File: src/rtl/retire_shadow_tracker.sv
`default_nettype none
// ==========================================================================
// retire_shadow_tracker : stall/flush-aware shadow of the core pipeline that
// queues one commit record per retired instruction.            rev 1.0
// ==========================================================================
module retire_shadow_tracker #(
  parameter int XLEN        = 32,
  parameter int NSTAGES     = 4,
  parameter int FLUSH_DEPTH = 2,
  parameter int FIFO_DEPTH  = 8
) (
  input  logic            clk,
  input  logic            reset,
  input  logic            fetch_valid,
  input  logic [XLEN-1:0] fetch_pc,
  input  logic [31:0]     fetch_instr,
  input  logic [5:0]      iss_type,
  input  logic [4:0]      iss_rd,
  input  logic [4:0]      iss_rs1,
  input  logic [4:0]      iss_rs2,
  input  logic            stall,
  input  logic            flush,
  input  logic            retire,
  input  logic [XLEN-1:0] wb_rd_val,
  output logic            cm_valid,
  input  logic            cm_ready,
  output logic [XLEN-1:0] cm_pc,
  output logic [31:0]     cm_instr,
  output logic [5:0]      cm_type,
  output logic [4:0]      cm_rd,
  output logic [4:0]      cm_rs1,
  output logic [4:0]      cm_rs2,
  output logic [XLEN-1:0] cm_rd_val,
  output logic [31:0]     retire_count,
  output logic            err_mismatch,
  output logic            err_overflow
);
  localparam int c_AW = $clog2(FIFO_DEPTH);

  typedef struct packed {
    logic [XLEN-1:0] pc;
    logic [31:0]     instr;
    logic [5:0]      typ;
    logic [4:0]      rd;
    logic [4:0]      rs1;
    logic [4:0]      rs2;
    logic [XLEN-1:0] rd_val;
  } rec_t;

  logic [NSTAGES:1] valid_q, valid_d;
  logic [XLEN-1:0]  pc_q    [1:NSTAGES];
  logic [XLEN-1:0]  pc_d    [1:NSTAGES];
  logic [31:0]      instr_q [1:NSTAGES];
  logic [31:0]      instr_d [1:NSTAGES];
  // Decode arrives while the instruction sits in stage 1, so the first
  // registered copy of the decode fields lives in stage 2.
  logic [5:0]       type_q  [2:NSTAGES];
  logic [5:0]       type_d  [2:NSTAGES];
  logic [4:0]       rd_q    [2:NSTAGES];
  logic [4:0]       rd_d    [2:NSTAGES];
  logic [4:0]       rs1_q   [2:NSTAGES];
  logic [4:0]       rs1_d   [2:NSTAGES];
  logic [4:0]       rs2_q   [2:NSTAGES];
  logic [4:0]       rs2_d   [2:NSTAGES];

  always_comb begin
    valid_d = valid_q;
    pc_d    = pc_q;
    instr_d = instr_q;
    type_d  = type_q;
    rd_d    = rd_q;
    rs1_d   = rs1_q;
    rs2_d   = rs2_q;
    if (!stall) begin
      valid_d[1] = fetch_valid;
      pc_d[1]    = fetch_pc;
      instr_d[1] = fetch_instr;
      type_d[2]  = iss_type;
      rd_d[2]    = iss_rd;
      rs1_d[2]   = iss_rs1;
      rs2_d[2]   = iss_rs2;
      for (int k = 2; k <= NSTAGES; k++) begin
        valid_d[k] = valid_q[k-1];
        pc_d[k]    = pc_q[k-1];
        instr_d[k] = instr_q[k-1];
      end
      for (int k = 3; k <= NSTAGES; k++) begin
        type_d[k] = type_q[k-1];
        rd_d[k]   = rd_q[k-1];
        rs1_d[k]  = rs1_q[k-1];
        rs2_d[k]  = rs2_q[k-1];
      end
    end
    // The killed youngest stage must not slide into the first surviving one.
    if (flush) begin
      for (int k = 1; k <= NSTAGES; k++) begin
        if (k <= FLUSH_DEPTH || (k == FLUSH_DEPTH + 1 && !stall)) begin
          valid_d[k] = 1'b0;
        end
      end
    end
  end

  always_ff @(posedge clk) begin
    if (!reset) begin
      valid_q <= '0;
    end else begin
      valid_q <= valid_d;
    end
    pc_q    <= pc_d;
    instr_q <= instr_d;
    type_q  <= type_d;
    rd_q    <= rd_d;
    rs1_q   <= rs1_d;
    rs2_q   <= rs2_d;
  end

  rec_t            mem_q [FIFO_DEPTH];
  logic [c_AW:0]   wr_ptr_q, rd_ptr_q;
  logic [31:0]     count_q;
  logic            err_mm_q, err_ovf_q;
  logic            w_empty, w_full, w_pop, w_commit, w_push, w_bad;
  rec_t            w_rec, w_head;

  assign w_empty  = (wr_ptr_q == rd_ptr_q);
  assign w_full   = (wr_ptr_q[c_AW] != rd_ptr_q[c_AW]) &&
                    (wr_ptr_q[c_AW-1:0] == rd_ptr_q[c_AW-1:0]);
  assign w_pop    = !w_empty && cm_ready;
  assign w_commit = !stall && valid_q[NSTAGES];
  assign w_push   = w_commit && (!w_full || w_pop);
  assign w_bad    = !stall && ((retire != valid_q[NSTAGES]) ||
                    (valid_q[NSTAGES] && !$onehot(type_q[NSTAGES])));

  assign w_rec.pc     = pc_q[NSTAGES];
  assign w_rec.instr  = instr_q[NSTAGES];
  assign w_rec.typ    = type_q[NSTAGES];
  assign w_rec.rd     = rd_q[NSTAGES];
  assign w_rec.rs1    = rs1_q[NSTAGES];
  assign w_rec.rs2    = rs2_q[NSTAGES];
  assign w_rec.rd_val = (rd_q[NSTAGES] == 5'd0) ? '0 : wb_rd_val;

  always_ff @(posedge clk) begin
    if (w_push) begin
      mem_q[wr_ptr_q[c_AW-1:0]] <= w_rec;
    end
  end

  always_ff @(posedge clk) begin
    if (!reset) begin
      wr_ptr_q  <= '0;
      rd_ptr_q  <= '0;
      count_q   <= '0;
      err_mm_q  <= 1'b0;
      err_ovf_q <= 1'b0;
    end else begin
      if (w_push) wr_ptr_q <= wr_ptr_q + 1'b1;
      if (w_pop) rd_ptr_q <= rd_ptr_q + 1'b1;
      if (w_push && count_q != 32'hFFFF_FFFF) count_q <= count_q + 32'd1;
      if (w_commit && !w_push) err_ovf_q <= 1'b1;
      if (w_bad) err_mm_q <= 1'b1;
    end
  end

  // Storage is not reset; an empty FIFO presents an all-zero record.
  assign w_head       = w_empty ? '0 : mem_q[rd_ptr_q[c_AW-1:0]];
  assign cm_valid     = !w_empty;
  assign cm_pc        = w_head.pc;
  assign cm_instr     = w_head.instr;
  assign cm_type      = w_head.typ;
  assign cm_rd        = w_head.rd;
  assign cm_rs1       = w_head.rs1;
  assign cm_rs2       = w_head.rs2;
  assign cm_rd_val    = w_head.rd_val;
  assign retire_count = count_q;
  assign err_mismatch = err_mm_q;
  assign err_overflow = err_ovf_q;

endmodule
`default_nettype wire
File: config.mk
export PLATFORM = sky130hd
export DESIGN_NAME = retire_shadow_tracker
export DESIGN_NICKNAME = d
export VERILOG_FILES = /design/src/rtl/retire_shadow_tracker.sv
export SDC_FILE = /design/constraint.sdc
export NUM_CORES = 1
export LEC_CHECK = 0
export BUFFER_PORTS_ARGS = -buffer_cell sky130_fd_sc_hd__buf_2
export CORE_MARGIN = 5
export CORE_UTILIZATION = 59
export CTS_CLUSTER_SIZE = 40
export DETAILED_ROUTE_END_ITERATION = 10
export PLACE_DENSITY = 0.81
export SYNTH_ARGS = -nofsm -noshare
export SYNTH_HDL_FRONTEND = slang
export SYNTH_SLANG_ARGS = --single-unit
export TNS_END_PERCENT = 100
File: constraint.sdc
create_clock -name clk -period 30 [get_ports clk]
set_clock_uncertainty 0.05 [all_clocks]
set_input_delay 6 -clock clk [delete_from_list [all_inputs] [get_ports clk]]
set_output_delay 6 -clock clk [all_outputs]
set_load 0.01 [all_outputs]
Word-level counts from Yosys, hierarchy flattened

Memories as Yosys holds them, arrays and structs flattened. A register that Yosys moved wholly into a read port is not among the register bits.
Index checks and enable logic that the tools add are counted.
W data, S select, Z words.

Mux-type cells: 9
Add/subtract/negate cells: 8
Reductions and logical operators: 17
Bitwise gates (word level): 1
Equal/unequal tests: 6

Operator list:

| kind                    | number |
|---|---|
| $mux W117               | 1 |
| $add A32 B1 Y32 const B | 1 |
| $mux W32                | 1 |
| $ne A32 B32 Y1 const B  | 1 |
| $mux W3                 | 4 |
| $add A4 B1 Y4 const B   | 2 |
| $logic_and A1 B1 Y1     | 8 |
| $add A1 B1 Y2           | 3 |
| $logic_not A1 Y1        | 5 |
| $logic_not A5 Y1        | 1 |
| $eq A4 B4 Y1            | 1 |
| $add A2 B2 Y3           | 1 |
| $add A3 B2 Y3           | 1 |
| $eq A3 B1 Y1 const B    | 1 |
| $eq A3 B3 Y1            | 1 |
| $mux W1                 | 3 |
| $logic_or A1 B1 Y1      | 2 |
| $ne A1 B1 Y1            | 2 |
| $reduce_or A2 Y1        | 1 |
| $not A1 Y1              | 1 |

Input port bits: 124
Logic and storage cells: 70
Bits in registers: 365
Memories kept: 1
RAM bits: 936

Memories:

| memory | depth | width | read ports | clocked after memory_dff | wr ports | line | text |
|---|---|---|---|---|---|---|---|
| mem_q  | 8     | 117   | 1          | 1                        | 1        | 118  | `rec_t mem_q [FIFO_DEPTH];` |

Depth between registers and ports, before layout

Gate-level depths: netlist (run 1).

Word-level depth: 8
Mapped depth: 10

Worst setup path before layout (run 1)

Ideal clock, no wire load.

Kind: in2reg
From: input port stall
To: memory mem_q[1][0] (netlist name), enable pin
Data required time: 29.029 ns
Setup time: 0.921 ns
Path buffers: 4
Stages: 7
Data arrival time: 18.815 ns
Path slack: 10.214 ns
Cells stage by stage: buf_2 > nor2b_1 > buf_2 > o21ai_4 > buf_4 > buf_2 > nor4b_1

Word-level cells in the longest chain between the ends: 5

RTL lines:

| what                          | line | text |
|---|---|---|
| start: declaration            | 21   | `input logic stall,` |
| $logic_not A1 Y1              | 129  | `assign w_commit = !stall && valid_q[NSTAGES];` |
| $logic_and A1 B1 Y1           | 129  |  |
| $logic_and A1 B1 Y1           | 130  | `assign w_push = w_commit && (!w_full \|\| w_pop);` |
| $mux W1                       | 143  | `if (w_push) begin` |
| $mux W1 (not written as such) | 144  | `mem_q[wr_ptr_q[c_AW-1:0]] <= w_rec;` |
| end: declaration              | 118  |  |

Every way passes these cells.

==> results.ini, run 1 <==
[cells_and_area]
final_cell_mix = edfxtp_1 (1,255), buf_2 (275), mux4_2 (234), nor2_1 (136), clkbuf_16 (131)
final_common_cell = edfxtp_1
final_util_pct = 67.7
syn_to_final_growth_pct = 13.9
nNetsFinal = 2611
drive_gt1_share_pct = 28.8

[routing]
ant_nets = 0
drc_errors = 0
num_vias = 22032
routed_via_density = 6.04
wl_per_cell_um = 25.9
dr.first_iter.drc_count = 2119
firstDrtPassIters = 5
drt-total-wl_mm = 94.5

[worst_setup_path]
cp-end-kind = output port
cp-start-kind = flop
path_cells = buf_4, buf_4, mux4_2, mux2i_1, nor2_1, buf_2
r2r-start = valid_q[4]
cp_num_buf_inv = 3
required_ns = 23.95
worst-r2r-setup-slack_ns = 26.04
r2r-end = mem_q[2][86]
cp_max_fo = 75
rr_worst_depth = 5
crit_family = buffers and inverters
slowest_delay_ns = 0.93
cp_slowest_cell = buf_4
worstPathArrival_ns = 4.26
critPathMostFrequentCell = buf_4
path_class = flop to output port

[synthesis]
ys_ff_latch = 1304
avgSynthCellArea_um2 = 22.3
synth_ff_type = edfxtp_1
synth_edf_count = 1255
synth_cell_types = 64
ys_warn_count = 0
syn_nets = 2282
syn_inst = 2151
ys_seq_area_share_pct = 80.8
async_reset_ff_share_pct = 0
synth_area_um2 = 47900

[clock_network]
cts.repair.resized = 0
clkSinkCount = 1304
htree_levels = 4
cts-root-buf = clkbuf_16
clk_latency_ns = 0.72
cts_setup_buffers = 0
cts_buffers = 130
cts_tree = done
cts_hold_buf = 0
clk_pin_slew_ns = 0.06
clockBufferDepth = 3

[global_route]
overflow = 0
met2_usage_pct = 36.2
grt_use_total_pct = 22.0
grt.met3_usage_pct = 5.36
grt_pass1_wl_mm = 143
grt_antenna_before_repair = 5
grt_pass1_vias = 23584
grt_max_degree = 125
grt_util_met1_pct = 30.8
busiest_layer = met2

[place]
port_buffers = 275
dp_hpwl_mm = 47.7
place.gp.congestion = 0.828

[floorplan]
start_util_pct = 59.4
die-width_um = 295
ios = 276
rows = 104
core_um2 = 80500
die-area_um2 = 86900
die_y_um = 295

[status]
status = complete, no violations

[min_path]
hold_depth = 0
hold_start = pc_q[41]
hold_class = flop to flop
worstHoldEndpoint = pc_q[9]

[timing]
hold_viol_final = 0
drv_slew = 0
timing.setup.tns_ns = 0
period_share_pct = 34.4
rsz0062_at_grt = false
setup-violations-final = 0
worst_slew_pin_slew_ns = 1.13
fin_hold_ws_ns = 0.361
max_slew_margin_pct = 24.3
finalCriticalPeriod_ns = 10.31
fmax_ghz = 0.0970

[pwr]
powerDensity_nw_per_um2 = 66.3
p_leak_nw = 17.4
irDropWorstVdd_v = 0.0000448

[job]
maxCapViolCount = 0

## metrics by stage
stage / cells / setup slack [ns] / power, mW / area (um^2)
detailed placement: 3408 / 20.18 / 2.12 / 50400
global route: 3646 / 19.27 / 3.74 / 54500
CTS: 3646 / 19.55 / 3.64 / 54500
global placement: 3408 / 20.21 / 2.12 / 50400
finish: 3649 / 19.69 / 3.61 / 54500
floorplan: 2151 / 10.21 / 2.10 / 47900
## synthesized netlist by cell type, types with 15 or more instances
cell      count  area (um^2)
o31ai_1      20          150
or4_1        20          150
mux4_2      234         5270
nor2_1      138          518
mux2i_1     126         1260
dfxtp_1      49          981
nor2b_1      34          213
buf_2        36          180
clkbuf_1     39          146
edfxtp_1   1255        37700
a21oi_1      27          135
buf_1        15         56.3
nand2_1      24         90.1
## power breakdown
| group | leakage [nW] | total [mW] | internal (mW) | switching, mW |
|---|---|---|---|---|
| clock network | 1.97 | 1.53 | 0.864 | 0.666 |
| registers | 11.9 | 2.05 | 2.03 | 0.0189 |
| logic | 3.55 | 0.0322 | 0.00930 | 0.0229 |
## worst max-delay path by stage
stage,depth (start not counted),slack [ns],end,start
finish,6,19.69,cm_rd_val[19],flop
global route,6,19.27,cm_pc[1],flop
CTS,6,19.55,cm_rd_val[0],flop
detailed placement,6,20.18,mem_q[2][109],stall
global placement,6,20.21,mem_q[2][102],stall
floorplan,7,10.21,mem_q[1][0],stall
## state kept, by name, summed over array words and instances (netlist names), named ones only
| signal | cells |
|---|---|
| mem_q | 936 |
| instr_q | 128 |
| pc_q | 128 |
| retire_count | 32 |
| type_q | 18 |
| rd_q | 15 |
| rs1_q | 15 |
| rs2_q | 15 |
| rd_ptr_q | 4 |
| valid_q | 4 |
| wr_ptr_q | 4 |
| err_mismatch | 1 |
| err_overflow | 1 |
## cells by family (layout without fill, tap and decap cells)
logic type,after synthesis,after routing,share of synthesized area (%)
buffers and inverters,117,552,1.11
other,0,3,0
AOI/OAI and AO/OA,70,70,0.970
xor gates and xnor gates,8,8,0.146
and+or+nand+nor,285,285,3.11
muxes,360,360,13.6
adders and majority gates,7,7,0.230
DFF,1304,1304,80.8
## cell type report
cell class                 count  area, um^2
antenna                        3        7.51
clock buffer                 168        3430
clock inverter                70         638
fill                        4845       26000
inverter                      16        68.8
multi-input combinational    730        8720
sequential                  1304       38700
tap                         1060        1330
timing repair buffer         298        1640
## routing by layer
metal,up-vias,share of wire [%]
li1,9490,-
met1,11452,39
met2,957,51
met3,127,8.5
met4,6,1.7
met5,-,0.042
## worst reg2reg max path: cells and delay by family (launching register included)
family                 cells  cell delay [ns]
buffers and inverters      2             1.74
AND/OR/NAND/NOR            2             0.90
flip-flops                 1             0.37
AO/OA/AOI/OAI              1             0.41
No activity file was read; power rests on OpenSTA's default activity.
==> run 2, diff against run 1 <==
clock period = 10.24 ns   (was 30 ns; I/O delays follow)
==> run 2 against run 1 <==
  * Design area down 0.38%
  * Count of clock-buffer cells in the layout down 18
  * Clock power rose to 2.8 times the previous value
  * Flip-flop and latch count unchanged
  * Largest cell class unchanged
  * Highest routed layer unchanged
==> results.ini, run 2 (same netlist as run 1, synthesis figures left out) <==
[min_path]
hold_depth = 0
hold_start = instr_q[34]
hold_class = flop to flop
worstHoldEndpoint = instr_q[2]

[global_route]
grt_pass1_wl_mm = 144
grt_use_total_pct = 22.1
grt_max_degree = 140
overflow = 0
grt_pass1_vias = 23441
grt_antenna_before_repair = 6

[cells_and_area]
drive_gt1_share_pct = 28.5
syn_to_final_growth_pct = 13.4
final_common_cell = edfxtp_1
finalInstanceArea_um2 = 54300
largest_reg_flops = 936
nNetsFinal = 2601
final_cell_mix = edfxtp_1 (1,255), buf_2 (275), mux4_2 (234), nor2_1 (136), mux2i_1 (126)

[pwr]
net-switching-power_mw = 1.97
powerDensity_nw_per_um2 = 191
combPwrFrac_pct = 0.9
p_leak_nw = 17.3
pwr-share-clk_pct = 41.1
irDropWorstVdd_v = 0.000152
switching_share_pct = 19.0
power_mw = 10.4
pwr-share-seq_pct = 58.0
p_int_mw = 8.39

[worst_setup_path]
r2r-start = wr_ptr_q[0]
worstPathArrival_ns = 4.05
worst-r2r-setup-slack_ns = 6.87
required_ns = 8.14
path_class = flop to output port
cp-end-kind = output port
rr_worst_depth = 8
cp-start-kind = flop
cp_max_fo = 71

[routing]
wl_per_cell_um = 26.2
dr.first_iter.drc_count = 2022
firstDrtPassIters = 5
drc_errors = 0
num_vias = 22096
ant_nets = 0
drt-total-wl_mm = 95.2
routed_via_density = 6.08

[clock_network]
cts-root-buf = clkbuf_16
cts_hold_buf = 0
cts.repair.resized = 0
cts_setup_buffers = 0
htree_levels = 3
clk_latency_ns = 0.68
clk_pin_slew_ns = 0.06
cts_buffers = 121
clockBufferDepth = 3
cts_tree = done
clkSinkCount = 1304

[place]
port_buffers = 275
dp_hpwl_mm = 47.6
place_area_um2 = 50500
place.gp.congestion = 0.806

[floorplan]
die-width_um = 295
start_util_pct = 59.4
rows = 104
die_y_um = 295
core_um2 = 80500
ios = 276
die-area_um2 = 86900

[timing]
rsz0062_at_grt = false
timing.setup.tns_ns = 0
max_slew_margin_pct = 18.3
worst_slew_pin_slew_ns = 1.23
setup-violations-final = 0
period_share_pct = 60.0
drv_slew = 0
finalCriticalPeriod_ns = 6.15
fmax_ghz = 0.163
fin_hold_ws_ns = 0.361
hold_viol_final = 0

[status]
status = complete, no violations

[job]
maxCapViolCount = 0

run 2: area by class of cell:
class | instances | area (um^2)
Inverter | 16 | 68.8
Antenna cell | 3 | 7.51
Clock buffer | 150 | 3160
Multi-Input combinational cell | 730 | 8770
Tap cell | 1060 | 1330
Fill cell | 4928 | 26300
Timing Repair Buffer | 297 | 1650
Clock inverter | 75 | 631
Sequential cell | 1304 | 38700
run 2: metal layers:
metal	part of all wire [%]	GRT usage, %	up-vias
li1	-	-	9472
met1	39	30.7	11537
met2	50	36.5	944
met3	8.6	4.64	137
met4	2.2	5.83	6
met5	0.043	0	-
run 2: critical path: stages (launching register included):
cell	delay, ns
dfxtp_4	1.07
buf_4	0.78
buf_4	0.57
mux4_2	0.40
mux2i_1	0.16
nor2_1	0.09
buf_2	0.19
run 2: worst max path at each step:
stage               startpoint  slack [ns]          end  cells after the start
global route              flop        3.93  cm_instr[2]                      6
detailed placement        flop        4.82    cm_rs1[3]                      6
floorplan                stall        0.26  mem_q[1][0]                      7
CTS                       flop        4.06  cm_instr[2]                      6
finish                    flop        4.09  cm_instr[2]                      6
global placement          flop        4.93    cm_rs1[3]                      6
run 2: power groups by stage:
| stage | logic (mW) | registers, mW | clock network [mW] |
|---|---|---|---|
| 2_1_floorplan | 0.0429 | 6.11 | 0 |
| 3_3_place_gp | 0.0897 | 6.11 | 0 |
| 3_5_place_dp | 0.0944 | 6.12 | 0 |
| 4_1_cts | 0.0951 | 6.01 | 4.34 |
| 5_1_grt | 0.103 | 6.02 | 4.58 |
| 6_report | 0.0940 | 6.01 | 4.26 |
run 2: per-stage QoR:
step                      utilization [%]  worst slack (ns)  instances
after floorplan                         -             0.260       2151
after global placement               62.7              4.93       3407
after detailed placement             62.7              4.82       3407
after CTS                            67.4              4.06       3632
after global routing                 67.4              3.93       3632
final                                67.4              4.09       3635
